File: src/rtl/fpmul_pkg.sv
// fpmul_pkg: shared constants and types for the fpmul arbiter slice.
//   FP_W       operand / result width
//   FPMUL_LAT  default fpmul pipeline latency (mul_pushin to mul_pushout)
//   req_id_t   requester id carried through the tag pipeline
//   gnt_vec_t  one bit per requester, at most one set
//   tag_t      {valid, id} entry of the tag pipeline
package fpmul_pkg;

    localparam int unsigned FP_W      = 64;
    localparam int unsigned FPMUL_LAT = 12;

    typedef logic       req_id_t;
    typedef logic [1:0] gnt_vec_t;

    typedef struct packed {
        logic    valid;
        req_id_t id;
    } tag_t;

endpackage

File: src/rtl/fpmul_rr_arb.sv
// fpmul_rr_arb: 2-way round-robin arbiter over pre-qualified eligibility bits.
// Ports:
//   clk    clock, rising edge
//   rst_n  asynchronous active-low reset
//   elig   eligibility mask, bit N = requester N may be granted this cycle
//   gnt    combinational one-hot (or zero) grant vector
// When both are eligible the requester not granted last wins. The last-granted
// pointer resets to 1 so requester 0 wins the first contest.
module fpmul_rr_arb
    import fpmul_pkg::*;
(
    input  logic       clk,
    input  logic       rst_n,
    input  logic [1:0] elig,
    output logic [1:0] gnt
);

    gnt_vec_t gnt_vec;
    logic     last_q;
    logic     last_d;

    always_comb begin
        gnt_vec = 2'b00;
        last_d  = last_q;
        if (elig == 2'b11) begin
            gnt_vec = last_q ? 2'b01 : 2'b10;
        end else begin
            gnt_vec = elig;
        end
        if (gnt_vec[0]) begin
            last_d = 1'b0;
        end else if (gnt_vec[1]) begin
            last_d = 1'b1;
        end
    end

    always_ff @(posedge clk or negedge rst_n) begin
        if (!rst_n) begin
            last_q <= 1'b1;
        end else begin
            last_q <= last_d;
        end
    end

    assign gnt = gnt_vec;

endmodule

File: src/rtl/fpmul_arb.sv
// fpmul_arb: shares one pipelined fpmul between two requesters.
// Ports:
//   clk, rst_n              clock (rising edge), asynchronous active-low reset
//   req0/req1               requester N presents a valid operand triple
//   a0,b0,c0 / a1,b1,c1     operand triples
//   gnt0/gnt1               combinational accept of the presented triple
//   mul_pushin              registered issue strobe to the fpmul
//   mul_a, mul_b, mul_c     registered operands to the fpmul
//   mul_pushout, mul_r      fpmul result strobe and product
//   pushout0/pushout1       registered result-valid pulse per requester
//   r0/r1                   registered result per requester
//   err                     sticky strobe/tag mismatch flag
// Optional feature: define FPMUL_ARB_CHECK_EN to build the strobe/tag mismatch
// checker; otherwise err is tied low.
// Each requester may have at most MAXOUT operations outstanding. A tag
// pipeline, LAT stages behind mul_pushin, routes each product back to the
// requester that issued it, so per-requester order equals grant order.
module fpmul_arb
    import fpmul_pkg::*;
#(
    parameter int unsigned LAT    = FPMUL_LAT,
    parameter int unsigned MAXOUT = 8
) (
    input  logic            clk,
    input  logic            rst_n,
    input  logic            req0,
    input  logic            req1,
    input  logic [FP_W-1:0] a0,
    input  logic [FP_W-1:0] b0,
    input  logic [FP_W-1:0] c0,
    input  logic [FP_W-1:0] a1,
    input  logic [FP_W-1:0] b1,
    input  logic [FP_W-1:0] c1,
    output logic            gnt0,
    output logic            gnt1,
    output logic            mul_pushin,
    output logic [FP_W-1:0] mul_a,
    output logic [FP_W-1:0] mul_b,
    output logic [FP_W-1:0] mul_c,
    input  logic            mul_pushout,
    input  logic [FP_W-1:0] mul_r,
    output logic            pushout0,
    output logic            pushout1,
    output logic [FP_W-1:0] r0,
    output logic [FP_W-1:0] r1,
    output logic            err
);

    localparam int unsigned CW = $clog2(MAXOUT + 1);
    localparam logic [CW-1:0] MAX_CNT = CW'(MAXOUT);

    logic [CW-1:0] cnt0_q, cnt0_d;
    logic [CW-1:0] cnt1_q, cnt1_d;
    logic [1:0]    elig;
    gnt_vec_t      gnt_vec;
    req_id_t       issue_id_q;
    tag_t          tag_q [LAT];
    tag_t          tag_out;
    logic          ret0;
    logic          ret1;

    assign elig[0] = req0 && (cnt0_q < MAX_CNT);
    assign elig[1] = req1 && (cnt1_q < MAX_CNT);

    fpmul_rr_arb u_rr_arb (
        .clk   (clk),
        .rst_n (rst_n),
        .elig  (elig),
        .gnt   (gnt_vec)
    );

    assign gnt0 = gnt_vec[0];
    assign gnt1 = gnt_vec[1];

    // Issue register: operands hold when nothing is granted.
    always_ff @(posedge clk or negedge rst_n) begin
        if (!rst_n) begin
            mul_pushin <= 1'b0;
            issue_id_q <= 1'b0;
            mul_a      <= '0;
            mul_b      <= '0;
            mul_c      <= '0;
        end else begin
            mul_pushin <= gnt0 | gnt1;
            if (gnt0) begin
                issue_id_q <= 1'b0;
                mul_a      <= a0;
                mul_b      <= b0;
                mul_c      <= c0;
            end else if (gnt1) begin
                issue_id_q <= 1'b1;
                mul_a      <= a1;
                mul_b      <= b1;
                mul_c      <= c1;
            end
        end
    end

    // Tag pipeline fed from the issue register so its output lines up with
    // mul_pushout exactly LAT cycles after mul_pushin.
    always_ff @(posedge clk or negedge rst_n) begin
        if (!rst_n) begin
            for (int i = 0; i < LAT; i++) begin
                tag_q[i] <= '{default: '0};
            end
        end else begin
            tag_q[0] <= '{valid: mul_pushin, id: issue_id_q};
            for (int i = 1; i < LAT; i++) begin
                tag_q[i] <= tag_q[i-1];
            end
        end
    end

    assign tag_out = tag_q[LAT-1];
    assign ret0    = mul_pushout && tag_out.valid && (tag_out.id == 1'b0);
    assign ret1    = mul_pushout && tag_out.valid && (tag_out.id == 1'b1);

    always_ff @(posedge clk or negedge rst_n) begin
        if (!rst_n) begin
            pushout0 <= 1'b0;
            pushout1 <= 1'b0;
            r0       <= '0;
            r1       <= '0;
        end else begin
            pushout0 <= ret0;
            pushout1 <= ret1;
            if (ret0) begin
                r0 <= mul_r;
            end
            if (ret1) begin
                r1 <= mul_r;
            end
        end
    end

    // Outstanding counters; a grant and a return in the same cycle cancel.
    always_comb begin
        cnt0_d = cnt0_q;
        cnt1_d = cnt1_q;
        case ({gnt0, ret0})
            2'b10:   cnt0_d = cnt0_q + CW'(1);
            2'b01:   cnt0_d = cnt0_q - CW'(1);
            default: cnt0_d = cnt0_q;
        endcase
        case ({gnt1, ret1})
            2'b10:   cnt1_d = cnt1_q + CW'(1);
            2'b01:   cnt1_d = cnt1_q - CW'(1);
            default: cnt1_d = cnt1_q;
        endcase
    end

    always_ff @(posedge clk or negedge rst_n) begin
        if (!rst_n) begin
            cnt0_q <= '0;
            cnt1_q <= '0;
        end else begin
            cnt0_q <= cnt0_d;
            cnt1_q <= cnt1_d;
        end
    end

`ifdef FPMUL_ARB_CHECK_EN
    logic err_q;

    always_ff @(posedge clk or negedge rst_n) begin
        if (!rst_n) begin
            err_q <= 1'b0;
        end else if (mul_pushout != tag_out.valid) begin
            err_q <= 1'b1;
        end
    end

    assign err = err_q;
`else
    assign err = 1'b0;
`endif

endmodule

File: config.mk
export PLATFORM = sky130hd
export DESIGN_NAME = fpmul_arb
export DESIGN_NICKNAME = d
export VERILOG_FILES = /design/src/rtl/fpmul_pkg.sv /design/src/rtl/fpmul_rr_arb.sv /design/src/rtl/fpmul_arb.sv
export SDC_FILE = /design/constraint.sdc
export NUM_CORES = 1
export LEC_CHECK = 0
export CAP_MARGIN = 0
export CELL_PAD_IN_SITES_DETAIL_PLACEMENT = 1
export CELL_PAD_IN_SITES_GLOBAL_PLACEMENT = 2
export CORE_AREA = 2 2 300 302
export CTS_CLUSTER_SIZE = 30
export DETAILED_ROUTE_END_ITERATION = 10
export DIE_AREA = 0 0 302 304
export GPL_TIMING_DRIVEN = 1
export HOLD_SLACK_MARGIN = 0.06
export PLACE_DENSITY_LB_ADDON = 0.1
export SYNTH_ARGS = -nofsm -noshare
export SYNTH_HDL_FRONTEND = slang
export SYNTH_SLANG_ARGS = --single-unit
File: constraint.sdc
create_clock -name clk -period 8.9 [get_ports clk]
set_clock_uncertainty 0.2 [all_clocks]
set_input_delay 1.78 -clock clk [delete_from_list [all_inputs] [get_ports clk]]
set_output_delay 1.78 -clock clk [all_outputs]
set_load 0.05 [all_outputs]
After elaboration in Yosys (flattened, before gate mapping)
Index checks and enable logic that the tools add are counted.
{ "op_classes": {"n_addsub": 4, "order_cmp": 2, "eq_ne": 5, "mux": 12, "n_bitwise": 2, "reduce_logical": 8} }
{ "op_table": {"columns": ["operator", "n"], "rows": [
  ["two-way mux 64 bit", 6],
  ["case mux 4 bit (2 select lines)", 2],
  ["adder 4 x 1 -> 4 bit, second input constant", 2],
  ["< comparator 4 bit, second input constant", 2],
  ["subtractor 4 x 1 -> 4 bit, second input constant", 2],
  ["== test 2 bit, second input constant", 3],
  ["nonzero test 2 bit", 3],
  ["logical AND 1 bit", 5],
  ["== test 2 x 1 -> 1 bit, second input constant", 2],
  ["two-way mux 2 bit", 2],
  ["two-way mux 1 bit", 2],
  ["inverter 1 bit", 1],
  ["bitwise OR 1 bit", 1]
]} }
{ "word_totals": {"ff_bits": 357, "in_bits": 453, "output_inout_bits": 326} }

Logic depth before layout (Yosys ltp)
{ "depth": {"word_depth": 6, "mapped_depth": 12, "mapped_depth_nobuf": 10} }

Cells and area by module
Synthesis repeated with hierarchy kept, for this count alone.
{ "hier_totals": {"hier_cells": 1329, "hier_area_um2": 14999.4} }
{ "by_module_without_submodules": {"columns": ["module", "instances", "cells_each", "area_each_um2", "seq_area_each_um2"], "rows": [
  ["fpmul_arb", 1, 1323, 14945.6, 8908.5],
  ["fpmul_rr_arb", 1, 6, 53.8, 26.3]
]} }

Least setup slack after synthesis
Ideal clock, no wire load.
{ "synth_path": {"kind": "input -> output", "start": "in req1", "end": "out gnt1", "arrival_ps": 3108, "required_time_ps": 6920, "path_slack_ps": 3812, "path_stages": 6, "n_path_buf": 3, "cell_sequence": "nor2b_1 -> clkbuf_1 -> clkbuf_1 -> clkbuf_1 -> nand2_1 -> inv_1"} }
{ "synth_between": {"elab_chain_cells": 3} }
{ "synth_rtl": {"columns": ["item", "line_no", "rtl"], "rows": [
  ["from (decl)", "fpmul_arb.sv:27", "input logic req1,"],
  ["logical AND 1 bit (*)", "fpmul_arb.sv:63", "assign elig[1] = req1 && (cnt1_q < MAX_CNT);"],
  ["== test 2 bit", "fpmul_rr_arb.sv:25", "if (elig == 2'b11) begin"],
  ["two-way mux 2 bit (*)", "fpmul_rr_arb.sv:25", null],
  ["to (decl)", "fpmul_arb.sv:35", "output logic gnt1,"]
]} }
Every way passes the cells marked *; elsewhere a longest branch is shown, timed or not.

Final worst setup path
{ "layout_path": {"start": "in req0", "end": "out gnt0"} }
{ "layout_between": {"elab_chain_cells": 3} }
{ "layout_rtl": {"columns": ["item", "line_no", "rtl"], "rows": [
  ["from (decl)", "fpmul_arb.sv:26", "input logic req0,"],
  ["logical AND 1 bit (*)", "fpmul_arb.sv:62", "assign elig[0] = req0 && (cnt0_q < MAX_CNT);"],
  ["== test 2 bit", "fpmul_rr_arb.sv:25", null],
  ["two-way mux 2 bit (*)", "fpmul_rr_arb.sv:25", null],
  ["to (decl)", "fpmul_arb.sv:34", "output logic gnt0,"]
]} }
Marks and branches as above.

==> results.toml <==
[worst_setup_path]
path_buf_inv = 2
worstPathCellList = "clkdlybuf4s50_1, nor2b_1, and2_4, clkdlybuf4s50_1"
cp_max_fo = 4
r2r_slack_ns = 4.96
cpMostUsedCell = "clkdlybuf4s50_1"
crit_end = "gnt0"
reg2reg_from = "cnt0_q[3]$_DFFE_PN0P_"
worstSetupEndpointType = "output pin"
worst_ep_required_time_ns = 6.92
critPathSlowestCell = "clkdlybuf4s50_1"
critPathKind = "input port to output pin"
rr_worst_depth = 7
worst_path_dominant_cell_family = "buffers and inverters"
path_depth = 4
startpoint = "req0"
cp-start-kind = "input port"
rr_endpoint = "mul_a[43]$_DFFE_PN0P_"
slowest_delay_ns = 0.85
arrival_ns = 3.73

[route]
wl_um = 80100
drc = 0
wl_per_cell_um = 22.81
ant_nets = 0
vias_per_cell = 4.077
drtIter0Drc = 536
vias = 14320
drtPass1Iterations = 4

[pwr]
swShare_pct = 49.70
p_seq_share_pct = 25.8
power_density_nw_per_um2 = 436.8
switching_power_mw = 5.490
cellInternalPower_mw = 5.555
leakage_nw = 10.83
ir_worst_vdd_v = 0.0002369
power_frac_comb_pct = 55.8
p_clk_share_pct = 18.4

[clock_network]
htreeDepth = 2
cts_hold_buf = 0
clk_transition_reported_paths_ns = 0.05
cts_buffers = 50
clock-sinks = 357
cts_resized = 0
cts_tree = "built"
cts_setup_buffers = 0
root_buffer = "clkbuf_16"
cts_buffer_depth = 3
clock_latency_ns = 0.60

[timing]
rsz0062_at_grt = "false"
hold_viol = 0
slew_headroom_pct = 25.95
period_share_pct = 64.18
tightest_slew_ns = 1.111
setup_violations = 0
fin_crit_ns = 5.712
clock.fmax_mhz = 175.1
tns_ns = 0
fin_ws_ns = 3.188
final_max_slew_viol_count = 0

[cells_and_area]
nNetsFinal = 2745
syn2layout_area_growth_pct = 71.16
final_layout_size_suffix_gt1_share_pct = 7.398

[die]
fp.dieArea_sq_um = 91810
initial_core_util_pct = 16.59
ios = 779
fp.coreArea_sq_um = 89050
fp.dieH_um = 304
rows = 110
fp.dieW_um = 302

[synthesis]
synthArstFlopShare_pct = 100.0
yosys_warnings = 0
avgSynthCellArea_sq_um = 9.537
postSynthCellCount = 1549
yosysSeqAreaShare_pct = 60.48
yosysUniqueCellTypes = 36
syn-num-nets = 2007
synthesis.area_sq_um = 14770
synth_flop_cell = "dfrtp_1"
synth-edff-count = 0
synth_seq_cells = 357

[placement]
io_buffers = 777
pre_cts_ws_ns = 3.062
dp_hpwl_um = 57940
gp_congestion = 0.8043

[min_path]
hp-class = "flop to flop"

[global_route]
grt_max_degree = 133
grt.overflow.total = 0
track_usage_pct = 17.00
antenna_found_initial = 24
grt_pass1_wl_um = 113900
grt_pass1_vias = 15560

[status]
status = "finished, final reports clean"

[flow_run]
cap_violations = 0
## power groups by stage
stage	Clock (mW)	Sequential [mW]	Combinational (mW)
floorplan	0	5.38	1.27
global placement	0	2.86	6.24
detailed placement	0	2.89	6.27
CTS	2.13	2.87	6.28
global route	2.17	2.97	6.50
finish	2.03	2.85	6.16
## worst register-to-register path, stage by stage, from the launching register on
cell     delay (ns)
dfrtp_1        0.39
nor2b_1        0.36
and2_4         0.27
buf_4          0.56
buf_4          0.77
buf_4          0.96
nand2_1        0.22
nand3_1        0.13
## synthesized netlist by cell type (2+ instances only)
cell type / number / area (sq um)
ha_1: 5 / 62.56
xnor2_1: 4 / 35.03
nand3b_1: 2 / 15.01
nor3b_1: 2 / 15.01
buf_2: 34 / 170.2
clkbuf_1: 50 / 187.7
mux2_2: 66 / 743.2
buf_1: 4 / 15.01
xor2_1: 5 / 43.79
buf_6: 19 / 214.0
nand2_1: 579 / 2173
inv_1: 5 / 18.77
nand3_1: 385 / 1927
nand2b_1: 3 / 18.77
a21oi_1: 3 / 15.01
dfrtp_1: 356 / 8909
o21ai_0: 2 / 10.01
nor2_1: 5 / 18.77
nor2b_1: 3 / 18.77
## layout make-up
| class | instances | area (sq um) |
|---|---|---|
| clock buffers | 80 | 1565 |
| clock inverters | 10 | 100.1 |
| repair buffers | 795 | 7930 |
| fillers | 10090 | 63760 |
| flip-flops and latches | 357 | 8935 |
| diodes | 11 | 27.53 |
| well taps | 1176 | 1471 |
| inverters | 6 | 27.53 |
| multi-input cells | 1077 | 5229 |
## worst min-delay path by stage
| stage | slack (ns) | to | startpoint | cells after the start |
|---|---|---|---|---|
| global route | 0.15 | tag_q[17]$_DFF_PN0_ | tag_q[19]$_DFF_PN0_ | 0 |
| floorplan | 0.13 | tag_out[0]$_DFF_PN0_ | tag_q[2]$_DFF_PN0_ | 0 |
| global placement | 0.13 | tag_q[5]$_DFF_PN0_ | tag_q[7]$_DFF_PN0_ | 0 |
| CTS | 0.15 | tag_out[1]$_DFF_PN0_ | tag_q[3]$_DFF_PN0_ | 0 |
| detailed placement | 0.14 | tag_q[11]$_DFF_PN0_ | tag_q[13]$_DFF_PN0_ | 0 |
| finish | 0.14 | tag_out[1]$_DFF_PN0_ | tag_q[3]$_DFF_PN0_ | 0 |
## per-layer routing
layer	share of wire (%)	track usage, %	wire (um)	vias up
li1	-	-	-	6583
met1	38	18.72	30120	7100
met2	51	30.09	40810	495
met3	8.5	6.175	6769	115
met4	2.8	5.469	2231	24
met5	0.20	0	160	-
## placed cells by master, fill, tap and decap left out, types with 2 or more instances in the layout
master / netlist / final
buf_4: 1 / 17
clkbuf_16: 0 / 51
dfrtp_1: 356 / 356
ha_1: 5 / 5
inv_1: 5 / 4
nand3b_1: 2 / 2
nor2b_1: 3 / 2
nand2b_1: 3 / 3
clkbuf_1: 50 / 11
clkinv_8: 0 / 2
clkbuf_8: 0 / 18
clkinv_2: 0 / 6
nand2_1: 579 / 579
nor2_1: 5 / 4
a21oi_1: 3 / 3
clkdlybuf4s50_1: 0 / 776
nand3_1: 385 / 384
mux2_2: 66 / 66
o21ai_0: 2 / 2
xor2_1: 5 / 5
diode_2: 0 / 11
nor3b_1: 2 / 2
xnor2_1: 4 / 4
## through the flow
stage / instance area [sq um] / hold WS, ns / utilization, % / std cells / total power, mW
finish: 25290 / 0.1379 / 28.40 / 3512 / 11.04
global placement: 23590 / 0.1332 / 26.49 / 3411 / 9.099
CTS: 25260 / 0.1456 / 28.36 / 3501 / 11.28
detailed placement: 23590 / 0.1371 / 26.49 / 3411 / 9.159
floorplan: 14770 / 0.1312 / - / 1549 / 6.649
global route: 25280 / 0.1496 / 28.39 / 3511 / 11.64
## sequential cells by signal, summed over array words and instances (netlist names), 4 cells and up
signal and count:
mul_a 64, mul_c 64, mul_b 64, r1 64, cnt0_q 4, tag_q 22, cnt1_q 4, r0 64
## logic make-up after synthesis
group / synth area share [%]
AND/OR/NAND/NOR: 28.68
flip-flops: 60.48
buffers and inverters: 4.328
multiplexers: 5.099
AO/OA/AOI/OAI: 0.4320
XOR/XNOR: 0.5335
adder cells (fa/ha/maj): 0.4235
other: 0.02538
Note: power is estimated with default switching activity, not from simulation.
